**src/rtl/demux1_2_buf_pkg.sv**
```systemverilog
// demux1_2_buf shared parameters and types.
// Width/depth defaults live here so every user agrees.
package demux1_2_buf_pkg;

    localparam int DMX_WIDTH = 32;
    localparam int DMX_DEPTH = 2;

    typedef enum logic {
        ROUTE_A = 1'b0,
        ROUTE_B = 1'b1
    } route_e;

endpackage

```
**src/rtl/demux1_2_buf_sync_fifo.sv**
```systemverilog
// sync_fifo: one output channel buffer.
// Head word is read straight from storage; storage clears on reset.
module sync_fifo
    import demux1_2_buf_pkg::*;
#(
    parameter int WIDTH = DMX_WIDTH,
    parameter int DEPTH = DMX_DEPTH
) (
    input  logic                   clk,
    input  logic                   reset,
    input  logic                   push,
    input  logic                   pop,
    input  logic [WIDTH-1:0]       din,
    output logic [WIDTH-1:0]       dout,
    output logic [$clog2(DEPTH):0] count
);

    localparam int AW = $clog2(DEPTH);
    localparam int CW = AW + 1;
    localparam logic [CW-1:0] FULL = CW'(DEPTH);

    logic [WIDTH-1:0] mem_q [DEPTH];
    logic [AW-1:0]    wptr_q, wptr_d;
    logic [AW-1:0]    rptr_q, rptr_d;
    logic [CW-1:0]    cnt_q, cnt_d;
    logic             do_push, do_pop;

    // Next pointers and occupancy; pushes into full and pops from empty are dropped.
    always_comb begin
        do_push = push && (cnt_q != FULL);
        do_pop  = pop && (cnt_q != '0);
        wptr_d  = wptr_q;
        rptr_d  = rptr_q;
        cnt_d   = cnt_q;
        if (do_push) wptr_d = wptr_q + AW'(1);
        if (do_pop)  rptr_d = rptr_q + AW'(1);
        case ({do_push, do_pop})
            2'b10:   cnt_d = cnt_q + CW'(1);
            2'b01:   cnt_d = cnt_q - CW'(1);
            default: cnt_d = cnt_q;
        endcase
    end

    // State and storage update; reset clears everything and wins over push/pop.
    always_ff @(posedge clk) begin
        if (reset) begin
            wptr_q <= '0;
            rptr_q <= '0;
            cnt_q  <= '0;
            for (int i = 0; i < DEPTH; i++) mem_q[i] <= '0;
        end else begin
            wptr_q <= wptr_d;
            rptr_q <= rptr_d;
            cnt_q  <= cnt_d;
            if (do_push) mem_q[wptr_q] <= din;
        end
    end

    assign dout  = mem_q[rptr_q];
    assign count = cnt_q;

endmodule

```
**src/rtl/demux1_2_buf.sv**
```systemverilog
// demux1_2_buf: routes one input stream into two buffered channels.
// Ctrl picks the channel; in_ready reflects only that channel's room.
module demux1_2_buf
    import demux1_2_buf_pkg::*;
#(
    parameter int WIDTH = DMX_WIDTH,
    parameter int DEPTH = DMX_DEPTH
) (
    input  logic                   clk,
    input  logic                   reset,
    input  logic [WIDTH-1:0]       in_data,
    input  logic                   in_valid,
    input  logic                   Ctrl,
    output logic                   in_ready,
    output logic [WIDTH-1:0]       A_data,
    output logic                   A_valid,
    input  logic                   A_ready,
    output logic [WIDTH-1:0]       B_data,
    output logic                   B_valid,
    input  logic                   B_ready,
    output logic [$clog2(DEPTH):0] A_count,
    output logic [$clog2(DEPTH):0] B_count
);

    localparam int CW = $clog2(DEPTH) + 1;
    localparam logic [CW-1:0] FULL = CW'(DEPTH);

    route_e route;
    logic   push_a, push_b;
    logic   pop_a, pop_b;
    logic   acc;

    // Routing and handshake: no bypass when the selected buffer is full.
    always_comb begin
        route    = route_e'(Ctrl);
        in_ready = (route == ROUTE_B) ? (B_count != FULL)
                                      : (A_count != FULL);
        acc      = in_valid && in_ready;
        push_a   = acc && (route == ROUTE_A);
        push_b   = acc && (route == ROUTE_B);
        pop_a    = A_valid && A_ready;
        pop_b    = B_valid && B_ready;
    end

    assign A_valid = (A_count != '0);
    assign B_valid = (B_count != '0);

    sync_fifo #(.WIDTH(WIDTH), .DEPTH(DEPTH)) u_fifo_a (
        .clk   (clk),
        .reset (reset),
        .push  (push_a),
        .pop   (pop_a),
        .din   (in_data),
        .dout  (A_data),
        .count (A_count)
    );

    sync_fifo #(.WIDTH(WIDTH), .DEPTH(DEPTH)) u_fifo_b (
        .clk   (clk),
        .reset (reset),
        .push  (push_b),
        .pop   (pop_b),
        .din   (in_data),
        .dout  (B_data),
        .count (B_count)
    );

endmodule

```
**config.mk**
```make
export PLATFORM = sky130hd
export DESIGN_NAME = demux1_2_buf
export DESIGN_NICKNAME = d
export VERILOG_FILES = /design/src/rtl/demux1_2_buf_pkg.sv /design/src/rtl/demux1_2_buf_sync_fifo.sv /design/src/rtl/demux1_2_buf.sv
export SDC_FILE = /design/constraint.sdc
export NUM_CORES = 1
export LEC_CHECK = 0
export CORE_MARGIN = 2
export CORE_UTILIZATION = 50
export CTS_CLUSTER_SIZE = 14
export DETAILED_ROUTE_END_ITERATION = 10
export PLACE_DENSITY = 0.78
export RECOVER_POWER = 25
export SYNTH_ARGS = -nofsm -noshare
export SYNTH_HDL_FRONTEND = slang
export SYNTH_SLANG_ARGS = --single-unit
```
**constraint.sdc**
```tcl
create_clock -name clk -period 9 [get_ports clk]
set_input_delay 1.8 -clock clk [delete_from_list [all_inputs] [get_ports clk]]
set_output_delay 1.8 -clock clk [all_outputs]
set_load 0.005 [all_outputs]
```
==> results.json, run 1 <==
{
  "status": "finished with violations",
  "violations": "capacitance limit, slew limit",
  "antenna_found_initial": 0,
  "path_buf_inv": 2,
  "synthesis.nets": 433,
  "ys_types": 27,
  "ff2ff_setup_slack_ns": 5.82,
  "vias": 3438,
  "h-tree-depth": 4,
  "fp.dieW_um": 114,
  "combPwrFrac": 0.210,
  "synth_top_area_cell": "edfxtp_1",
  "grtUsageTotal": 0.197,
  "start_kind": "primary input",
  "clk-insertion-delay-late_ns": 0.41,
  "period_share": 0.563,
  "worstPathMaxFanout": 7,
  "arrival_ns": 3.27,
  "grt_max_degree": 34,
  "pre_cts_ws_ns": 3.95,
  "clock_sinks": 138,
  "hpwl_mm": 7.27,
  "port-buffer-count": 108,
  "die_area_um2": 12900,
  "p_sw_mw": 0.450,
  "hold_start": "u_fifo_a.rptr_q$_SDFFE_PP0P_",
  "drt_wl_total_mm": 12.2,
  "routed_via_density": 5.20,
  "antennaDiodeCount": 0,
  "core_area_um2": 11900,
  "path_class": "primary input to primary output",
  "syn_avg_cell_area_um2": 15.3,
  "die-height_um": 114,
  "max-cap-violations": 1,
  "clk_pin_slew_ns": 0.05,
  "p_int_mw": 1.50,
  "yosysWarnings": 0,
  "critPathTopFamily": "buffers and inverters",
  "rsz0062_at_grt": "no",
  "path_cells": "dlygate4sd3_1, mux2i_1, clkdlybuf4s50_1",
  "row_count": 40,
  "min_period_ns": 5.07,
  "r2r-start": "u_fifo_a.count[0]$_SDFFE_PP0P_",
  "firstDrtPassIters": 4,
  "clock-root-buffer": "clkbuf_16",
  "cp.required_ns": 7.20,
  "switching_share": 0.231,
  "drc_errors": 0,
  "numCtsBuffers": 17,
  "grt_pass1_vias": 3648,
  "drv_slew": 14,
  "setup_viol": 0,
  "cts_resized": 0,
  "clk_path_buf_depth": 2,
  "end_kind": "primary output",
  "start_util": 0.507,
  "routedWlPerCell_um": 18.4,
  "gr-total-overflow": 0,
  "p_leak_nw": 2.89,
  "drt_iter0_drc": 186,
  "gp_congestion": 0.754,
  "cts_tree": "built",
  "fin_tns_setup_ns": 0,
  "multiInputGateArea_um2": 1860,
  "max_slew_margin": -0.388,
  "r2r_cells": 4,
  "powerDensity_nw_per_um2": 250,
  "syn_area_um2": 6020,
  "grt_pass1_wl_mm": 19.0,
  "drive_gt1_frac": 0.189,
  "postCtsSetupBuffers": 0,
  "ant_nets": 0,
  "hold_path_depth": 2,
  "tightestPinTransition_ns": 2.05,
  "pwr-share-clk": 0.360,
  "crit_path_top_delay_cell": "dlygate4sd3_1",
  "synth_seq_area_share": 0.672,
  "slowest_delay_ns": 0.72,
  "fmax_mhz": 197,
  "worstHoldEndpoint": "u_fifo_a.rptr_q$_SDFFE_PP0P_",
  "io_pins": 109,
  "finalHoldViolCount": 0,
  "area_delta_synth_final_pct": 29.2,
  "synth_area_leaders": "edfxtp_1 64%, and2_1 13%, mux2_2 11%",
  "yosys_register_bits": 138,
  "seqCellArea_um2": 4050,
  "seqPwrFrac": 0.430,
  "cts_hold_buf": 0,
  "synthDominantCellAreaShare": 0.639,
  "skew_ns": 0.0141,
  "setup_slack_ns": 3.93,
  "peakVddDrop_mv": 0.140,
  "fin_nets": 542,
  "rr_endpoint": "u_fifo_a.mem_q[1][13]$_SDFFCE_PN0P_",
  "min_path_type": "flop to flop",
  "fillers": 854,
  "synthCells": 393
}
## sequential cells by signal, summed over array words and instances (netlist names), named ones only
signal,cells
u_fifo_b.rptr_q,1
u_fifo_b.mem_q,64
u_fifo_a.rptr_q,1
u_fifo_a.wptr_q,1
u_fifo_a.count,2
u_fifo_a.mem_q,64
u_fifo_b.wptr_q,1
u_fifo_b.count,2
## how the worst max path moves through the flow
stage / to / depth (start not counted) / start / slack (ns)
detailed placement: in_ready / 3 / Ctrl / 3.95
CTS: in_ready / 3 / Ctrl / 3.95
floorplan: u_fifo_a.mem_q[0][0]$_SDFFCE_PN0P_ / 2 / Ctrl / 4.82
finish: in_ready / 3 / Ctrl / 3.93
global placement: in_ready / 3 / Ctrl / 3.97
global route: u_fifo_a.mem_q[1][31]$_SDFFCE_PN0P_ / 5 / reset / 3.69
## worst reg2reg max path: stages, from the launching register on
cell and delay (ns):
dfxtp_1 0.45, nor2b_2 0.13, nor4b_1 0.31, clkbuf_1 1.03
or2_2 0.85
## layer usage
layer / vias up / wire length [µm] / track usage
met5: - / 0 / 0
met4: 0 / 116 / 0.0821
met3: 9 / 768 / 0.0526
met2: 116 / 6060 / 0.324
met1: 1699 / 5240 / 0.249
li1: 1614 / - / -
## synthesized netlist by cell type
master	n
and2_1	128
edfxtp_1	128
mux2_2	60
buf_2	16
dfxtp_1	10
nor2_1	6
clkbuf_1	5
mux2_1	4
or2_2	4
xnor2_1	4
a21o_1	2
a21oi_1	2
ha_1	2
nor2b_1	2
nor2b_2	2
nor4b_4	2
o21a_1	2
o21ai_0	2
o21bai_1	2
or3_1	2
xor2_1	2
and4bb_1	1
mux2i_1	1
nand2b_4	1
nand3b_1	1
nor4_4	1
or3b_1	1
## kinds of logic after synthesis
logic type,share of synthesized area
and+or+nand+nor,0.167
DFF,0.672
muxes,0.121
buffers and inverters,0.0164
AOI/OAI and AO/OA,0.0108
xor gates and xnor gates,0.00873
adders and majority gates,0.00416
## through the flow
step / hold WS [ns] / power, mW / cell area (µm²) / util / instances
after floorplan: 0.481 / 1.03 / 6020 / - / 393
after global placement: 0.496 / 1.26 / 7230 / 0.610 / 630
after detailed placement: 0.510 / 1.27 / 7230 / 0.610 / 630
after CTS: 0.529 / 1.97 / 7820 / 0.659 / 661
after global routing: 0.586 / 2.02 / 7780 / 0.656 / 661
final: 0.523 / 1.95 / 7780 / 0.656 / 661
## cell usage in the layout (no fill, tap or decap), types with 6 or more instances in the layout
cell               n
clkdlybuf4s50_1  100
dlygate4sd3_1      8
nor2_1             6
dfxtp_1            8
edfxtp_1         128
and2_1            87
mux2_2            60
clkbuf_1           6
and2_0            41
clkbuf_16         17
## cell type report
cell class,count,share of cell area
sequential,138,0.520
multi-input combinational,234,0.239
timing repair buffer,111,0.141
clock buffer,21,0.0566
tap,147,0.0236
clock inverter,10,0.0193
## power by group through the flow
| stage | clock [mW] | combinational, mW | sequential (mW) |
|---|---|---|---|
| 3_3_place_gp | 0 | 0.414 | 0.847 |
| 4_1_cts | 0.709 | 0.423 | 0.840 |
| 3_5_place_dp | 0 | 0.419 | 0.852 |
| 6_report | 0.701 | 0.409 | 0.837 |
| 5_1_grt | 0.738 | 0.438 | 0.848 |
| 2_1_floorplan | 0 | 0.230 | 0.796 |
Power figures use the tool's default switching activity.
==> inputs of run 2 (changes only) <==
--- a/config.mk
+++ b/config.mk
@@ -6,10 +6,10 @@
 export NUM_CORES = 1
 export LEC_CHECK = 0
 export CORE_MARGIN = 2
-export CORE_UTILIZATION = 50
+export CORE_UTILIZATION = 47
 export CTS_CLUSTER_SIZE = 14
 export DETAILED_ROUTE_END_ITERATION = 10
-export PLACE_DENSITY = 0.78
+export PLACE_DENSITY = 0.77
 export RECOVER_POWER = 25
 export SYNTH_ARGS = -nofsm -noshare
 export SYNTH_HDL_FRONTEND = slang
==> constraint.sdc (replaced) <==
create_clock -name clk -period 4.2 [get_ports clk]
set_input_delay 0.84 -clock clk [delete_from_list [all_inputs] [get_ports clk]]
set_output_delay 0.84 -clock clk [all_outputs]
set_load 0.005 [all_outputs]
==> run 2 against run 1 <==
The run now ends clean; first-iteration DRC count is 11% higher; critical endpoint is now u_fifo_a.mem_q[1][18]$_SDFFCE_PN0P_; flip-flop and latch count stayed put; cell area is 0.87% higher; critical path type is now primary input to flop; setup slack lost 3.0 ns; sequential share of layout area down 0.45 points.
==> results.json, run 2 (synthesis results as in run 1) <==
{
  "status": "completed",
  "dpl_cell_area_um2": 7280,
  "p_int_mw": 3.19,
  "final_core_util": 0.624,
  "layout_common_cells": "128 x edfxtp_1, 100 x clkdlybuf4s50_1, 88 x and2_1, 60 x mux2_2, 40 x and2_0",
  "switching_share": 0.234,
  "fillers": 938,
  "vias": 3463,
  "max-cap-violations": 0,
  "seqPwrFrac": 0.429,
  "core_area_um2": 12600,
  "grtUsageTotal": 0.179,
  "antenna_found_initial": 0,
  "die-height_um": 117,
  "firstDrtPassIters": 6,
  "grt_pass1_vias": 3543,
  "cts_resized": 0,
  "area_delta_synth_final_pct": 30.4,
  "pwr-share-clk": 0.359,
  "row_count": 41,
  "drv_slew": 0,
  "end_kind": "flop",
  "numCtsBuffers": 17,
  "cp.required_ns": 4.46,
  "grt_pass1_wl_mm": 18.1,
  "max_slew_margin": 0.137,
  "cts_hold_buf": 0,
  "peakVddDrop_mv": 0.330,
  "drt_iter0_drc": 206,
  "stdcell_area_um2": 7850,
  "h-tree-depth": 4,
  "arrival_ns": 3.51,
  "top_regs": "u_fifo_a.mem_q x64, u_fifo_b.mem_q x64",
  "skew_ns": 0.00675,
  "rsz0062_at_grt": "no",
  "drt_wl_total_mm": 12.1,
  "p_sw_mw": 0.977,
  "tightestPinTransition_ns": 1.29,
  "fin_hold_ws_ns": 0.526,
  "clk_pin_slew_ns": 0.06,
  "ant_nets": 0,
  "slowest_delay_ns": 0.97,
  "p_leak_nw": 2.91,
  "gp_congestion": 0.739,
  "pre_cts_ws_ns": 0.946,
  "min_period_ns": 3.26,
  "gr-total-overflow": 0,
  "ff2ff_setup_slack_ns": 1.86,
  "clk-insertion-delay-late_ns": 0.40,
  "cts_tree": "built",
  "die_area_um2": 13700,
  "setup_viol": 0,
  "routedWlPerCell_um": 17.5,
  "setup_slack_ns": 0.941,
  "start_util": 0.479,
  "crit_path_top_delay_cell": "clkbuf_1",
  "port-buffer-count": 108,
  "fmax_mhz": 307,
  "grt_max_degree": 34,
  "antennaDiodeCount": 0,
  "drc_errors": 0,
  "clk_path_buf_depth": 2,
  "path_class": "primary input to flop",
  "fin_nets": 544,
  "fp.dieW_um": 117,
  "io_pins": 109,
  "drive_gt1_frac": 0.203,
  "combPwrFrac": 0.212,
  "routed_via_density": 5.03,
  "worstPathMaxFanout": 32,
  "clock_sinks": 138,
  "powerDensity_nw_per_um2": 531,
  "min_path_type": "flop to flop",
  "path_cells": "dlygate4sd3_1, nand2b_1, nor4b_1, clkbuf_1, and2_0",
  "hpwl_mm": 7.58,
  "fin_tns_setup_ns": 0,
  "final_common_cell": "edfxtp_1",
  "start_kind": "primary input",
  "clock-root-buffer": "clkbuf_16",
  "period_share": 0.776,
  "finalHoldViolCount": 0,
  "postCtsSetupBuffers": 0
}
## run 2: cell types whose count changed in the layout (fill, tap and decap cells not counted), sizes merged
cell      delta
buf          +2
bufinv       -1
clkinvlp     +2
## run 2: path summary, 6_finish.rpt
check | startpoint | cells past startpoint | to
min reg2reg | u_fifo_a.rptr_q$_SDFFE_PP0P_ | 2 | flop
max | reset | 5 | u_fifo_a.mem_q[1][18]$_SDFFCE_PN0P_
max reg2reg | u_fifo_a.count[0]$_SDFFE_PP0P_ | 4 | u_fifo_a.mem_q[1][18]$_SDFFCE_PN0P_
min | u_fifo_a.rptr_q$_SDFFE_PP0P_ | 2 | flop
## run 2: critical path, delay by kind of cell
family,cells,cell delay (ns)
buffers and inverters,2,1.70
AND/OR/NAND/NOR,3,0.95
## run 2: area by class of cell
cell class	instances	area, µm²	area share
clock inverters	11	145	0.0185
multi-input cells	234	1870	0.238
clock buffers	21	460	0.0587
repair buffers	113	1110	0.142
flip-flops and latches	138	4050	0.516
well taps	172	215	0.0274
## run 2: stage by stage
| step | instances | power [mW] |
|---|---|---|
| 2_1_floorplan | 393 | 2.20 |
| 3_3_place_gp | 657 | 2.70 |
| 3_5_place_dp | 657 | 2.72 |
| 4_1_cts | 689 | 4.22 |
| 5_1_grt | 689 | 4.33 |
| 6_report | 689 | 4.17 |
## run 2: per-layer routing
metal  vias up  track usage  share of wire
met5         -            0              0
met4         0       0.0518         0.0058
met3         6       0.0525          0.061
met2       109        0.300           0.49
met1      1731        0.228           0.44
li1       1617            -              -
## run 2: power by group through the flow
stage / sequential, mW / clock, mW / combinational, mW
final: 1.79 / 1.50 / 0.882
after global routing: 1.81 / 1.57 / 0.951
after CTS: 1.79 / 1.52 / 0.914
after detailed placement: 1.82 / 0 / 0.905
after global placement: 1.81 / 0 / 0.896
after floorplan: 1.71 / 0 / 0.492
==> inputs of run 3 (changes only) <==
==> constraint.sdc (replaced) <==
create_clock -name clk -period 2.9 [get_ports clk]
set_input_delay 0.58 -clock clk [delete_from_list [all_inputs] [get_ports clk]]
set_output_delay 0.58 -clock clk [all_outputs]
set_load 0.005 [all_outputs]
==> run 3 against run 2 <==
Final cell count is 1.3% higher; routed wire length is 2.3% higher; setup slack lost 0.60 ns; first-iteration DRC count shrank 0.97%; clock power is 35% higher; global-route usage increased by 0.98 points; count of clock-buffer cells in the layout fell by 3; combinational power rose by 69%; non-clock buffer count grew 9; critical endpoint is now in_ready.
==> results.json, run 3 (synthesis results as in run 1) <==
{
  "io_pins": 109,
  "clock-root-buffer": "clkbuf_16",
  "gr-total-overflow": 0,
  "drv_slew": 0,
  "clock_sinks": 138,
  "fillers": 947,
  "rsz0062_at_grt": "no",
  "core_area_um2": 12600,
  "vias": 3473,
  "cts_hold_buf": 0,
  "tightestPinTransition_ns": 1.38,
  "fp.dieW_um": 117,
  "grt_pass1_wl_mm": 19.0,
  "die-height_um": 117,
  "skew_ns": 0.00704,
  "path_class": "primary input to primary output",
  "antenna_found_initial": 0,
  "ant_nets": 0,
  "top_regs": "u_fifo_a.mem_q x64, u_fifo_b.mem_q x64",
  "min_period_ns": 2.56,
  "period_share": 0.882,
  "routedWlPerCell_um": 17.7,
  "layout_common_cells": "128 x edfxtp_1, 105 x clkdlybuf4s50_1, 92 x and2_1, 60 x mux2_2, 36 x and2_0",
  "gp_congestion": 0.710,
  "clk_path_buf_depth": 2,
  "powerDensity_nw_per_um2": 756,
  "grt_max_degree": 34,
  "die_area_um2": 13700,
  "peakVddDrop_mv": 0.485,
  "end_kind": "primary output",
  "port-buffer-count": 108,
  "placed_cells": 666,
  "min_path_type": "flop to flop",
  "start_util": 0.479,
  "cp.required_ns": 2.32,
  "fin_tns_setup_ns": 0,
  "hold_start": "u_fifo_a.rptr_q$_SDFFE_PP0P_",
  "fmax_mhz": 391,
  "row_count": 41,
  "grtUsageTotal": 0.189,
  "stdcell_count": 698,
  "h-tree-depth": 4,
  "clk-insertion-delay-late_ns": 0.41,
  "start_kind": "primary input",
  "antennaDiodeCount": 0,
  "r2r-start": "u_fifo_a.count[0]$_SDFFE_PP0P_",
  "drive_gt1_frac": 0.215,
  "final_common_cell": "edfxtp_1",
  "drt_iter0_drc": 204,
  "cts_tree": "built",
  "hpwl_mm": 7.74,
  "arrival_ns": 1.98,
  "setup_viol": 0,
  "path_cells": "dlygate4sd3_1, mux2i_1, clkdlybuf4s50_1",
  "worstPathMaxFanout": 5,
  "max-cap-violations": 0,
  "finalHoldViolCount": 0,
  "fin_nets": 553,
  "numCtsBuffers": 17,
  "routed_via_density": 4.98,
  "grt_pass1_vias": 3683,
  "crit_start": "Ctrl",
  "power.total_mw": 5.98,
  "drt_wl_total_mm": 12.3,
  "final_core_util": 0.629,
  "cts_resized": 0,
  "p_leak_nw": 2.92,
  "postCtsSetupBuffers": 0,
  "crit_path_top_delay_cell": "dlygate4sd3_1",
  "firstDrtPassIters": 4,
  "max_slew_margin": 0.0785,
  "area_delta_synth_final_pct": 31.4,
  "drc_errors": 0,
  "fin_hold_ws_ns": 0.515,
  "slowest_delay_ns": 0.66,
  "status": "completed",
  "clk_pin_slew_ns": 0.05
}
==> run 3: layout make-up <==
| cell class | count | area [µm²] | share of cell area |
|---|---|---|---|
| Sequential cell | 138 | 4050 | 0.512 |
| Timing Repair Buffer | 122 | 1210 | 0.153 |
| Multi-Input combinational cell | 234 | 1880 | 0.237 |
| Clock buffer | 18 | 429 | 0.0543 |
| Tap cell | 172 | 215 | 0.0272 |
| Clock inverter | 14 | 131 | 0.0166 |
==> run 3: worst max-delay path, delay by kind of cell <==
kind	cells	cell delay, ns
buffers and inverters	2	1.18
muxes	1	0.21
==> run 3: power breakdown <==
part | internal, mW | total, mW | switching (mW) | leakage (nW)
clock network | 1.25 | 2.03 | 0.778 | 0.265
logic | 0.909 | 1.49 | 0.584 | 1.24
registers | 2.38 | 2.46 | 0.0804 | 1.42
==> run 3: final timing paths <==
check                                             end  slack [ns]  depth (start not counted)
setup / recovery                             in_ready        0.34                          3
hold / removal           u_fifo_a.rptr_q$_SDFFE_PP0P_        0.52                          2
setup reg to reg  u_fifo_a.mem_q[0][18]$_SDFFCE_PN0P_        0.68                          4
hold reg to reg          u_fifo_a.rptr_q$_SDFFE_PP0P_        0.52                          2
==> run 3: per-layer routing <==
layer	global-route usage	part of all wire
met1	0.239	0.44
met2	0.315	0.49
met3	0.0546	0.055
met4	0.0620	0.016
met5	0	0
==> run 3: through the flow <==
step	area [µm²]	setup slack, ns
3_3_place_gp	7380	0.281
2_1_floorplan	6020	0.207
6_report	7910	0.343
4_1_cts	7940	0.408
5_1_grt	7910	0.215
3_5_place_dp	7380	0.227
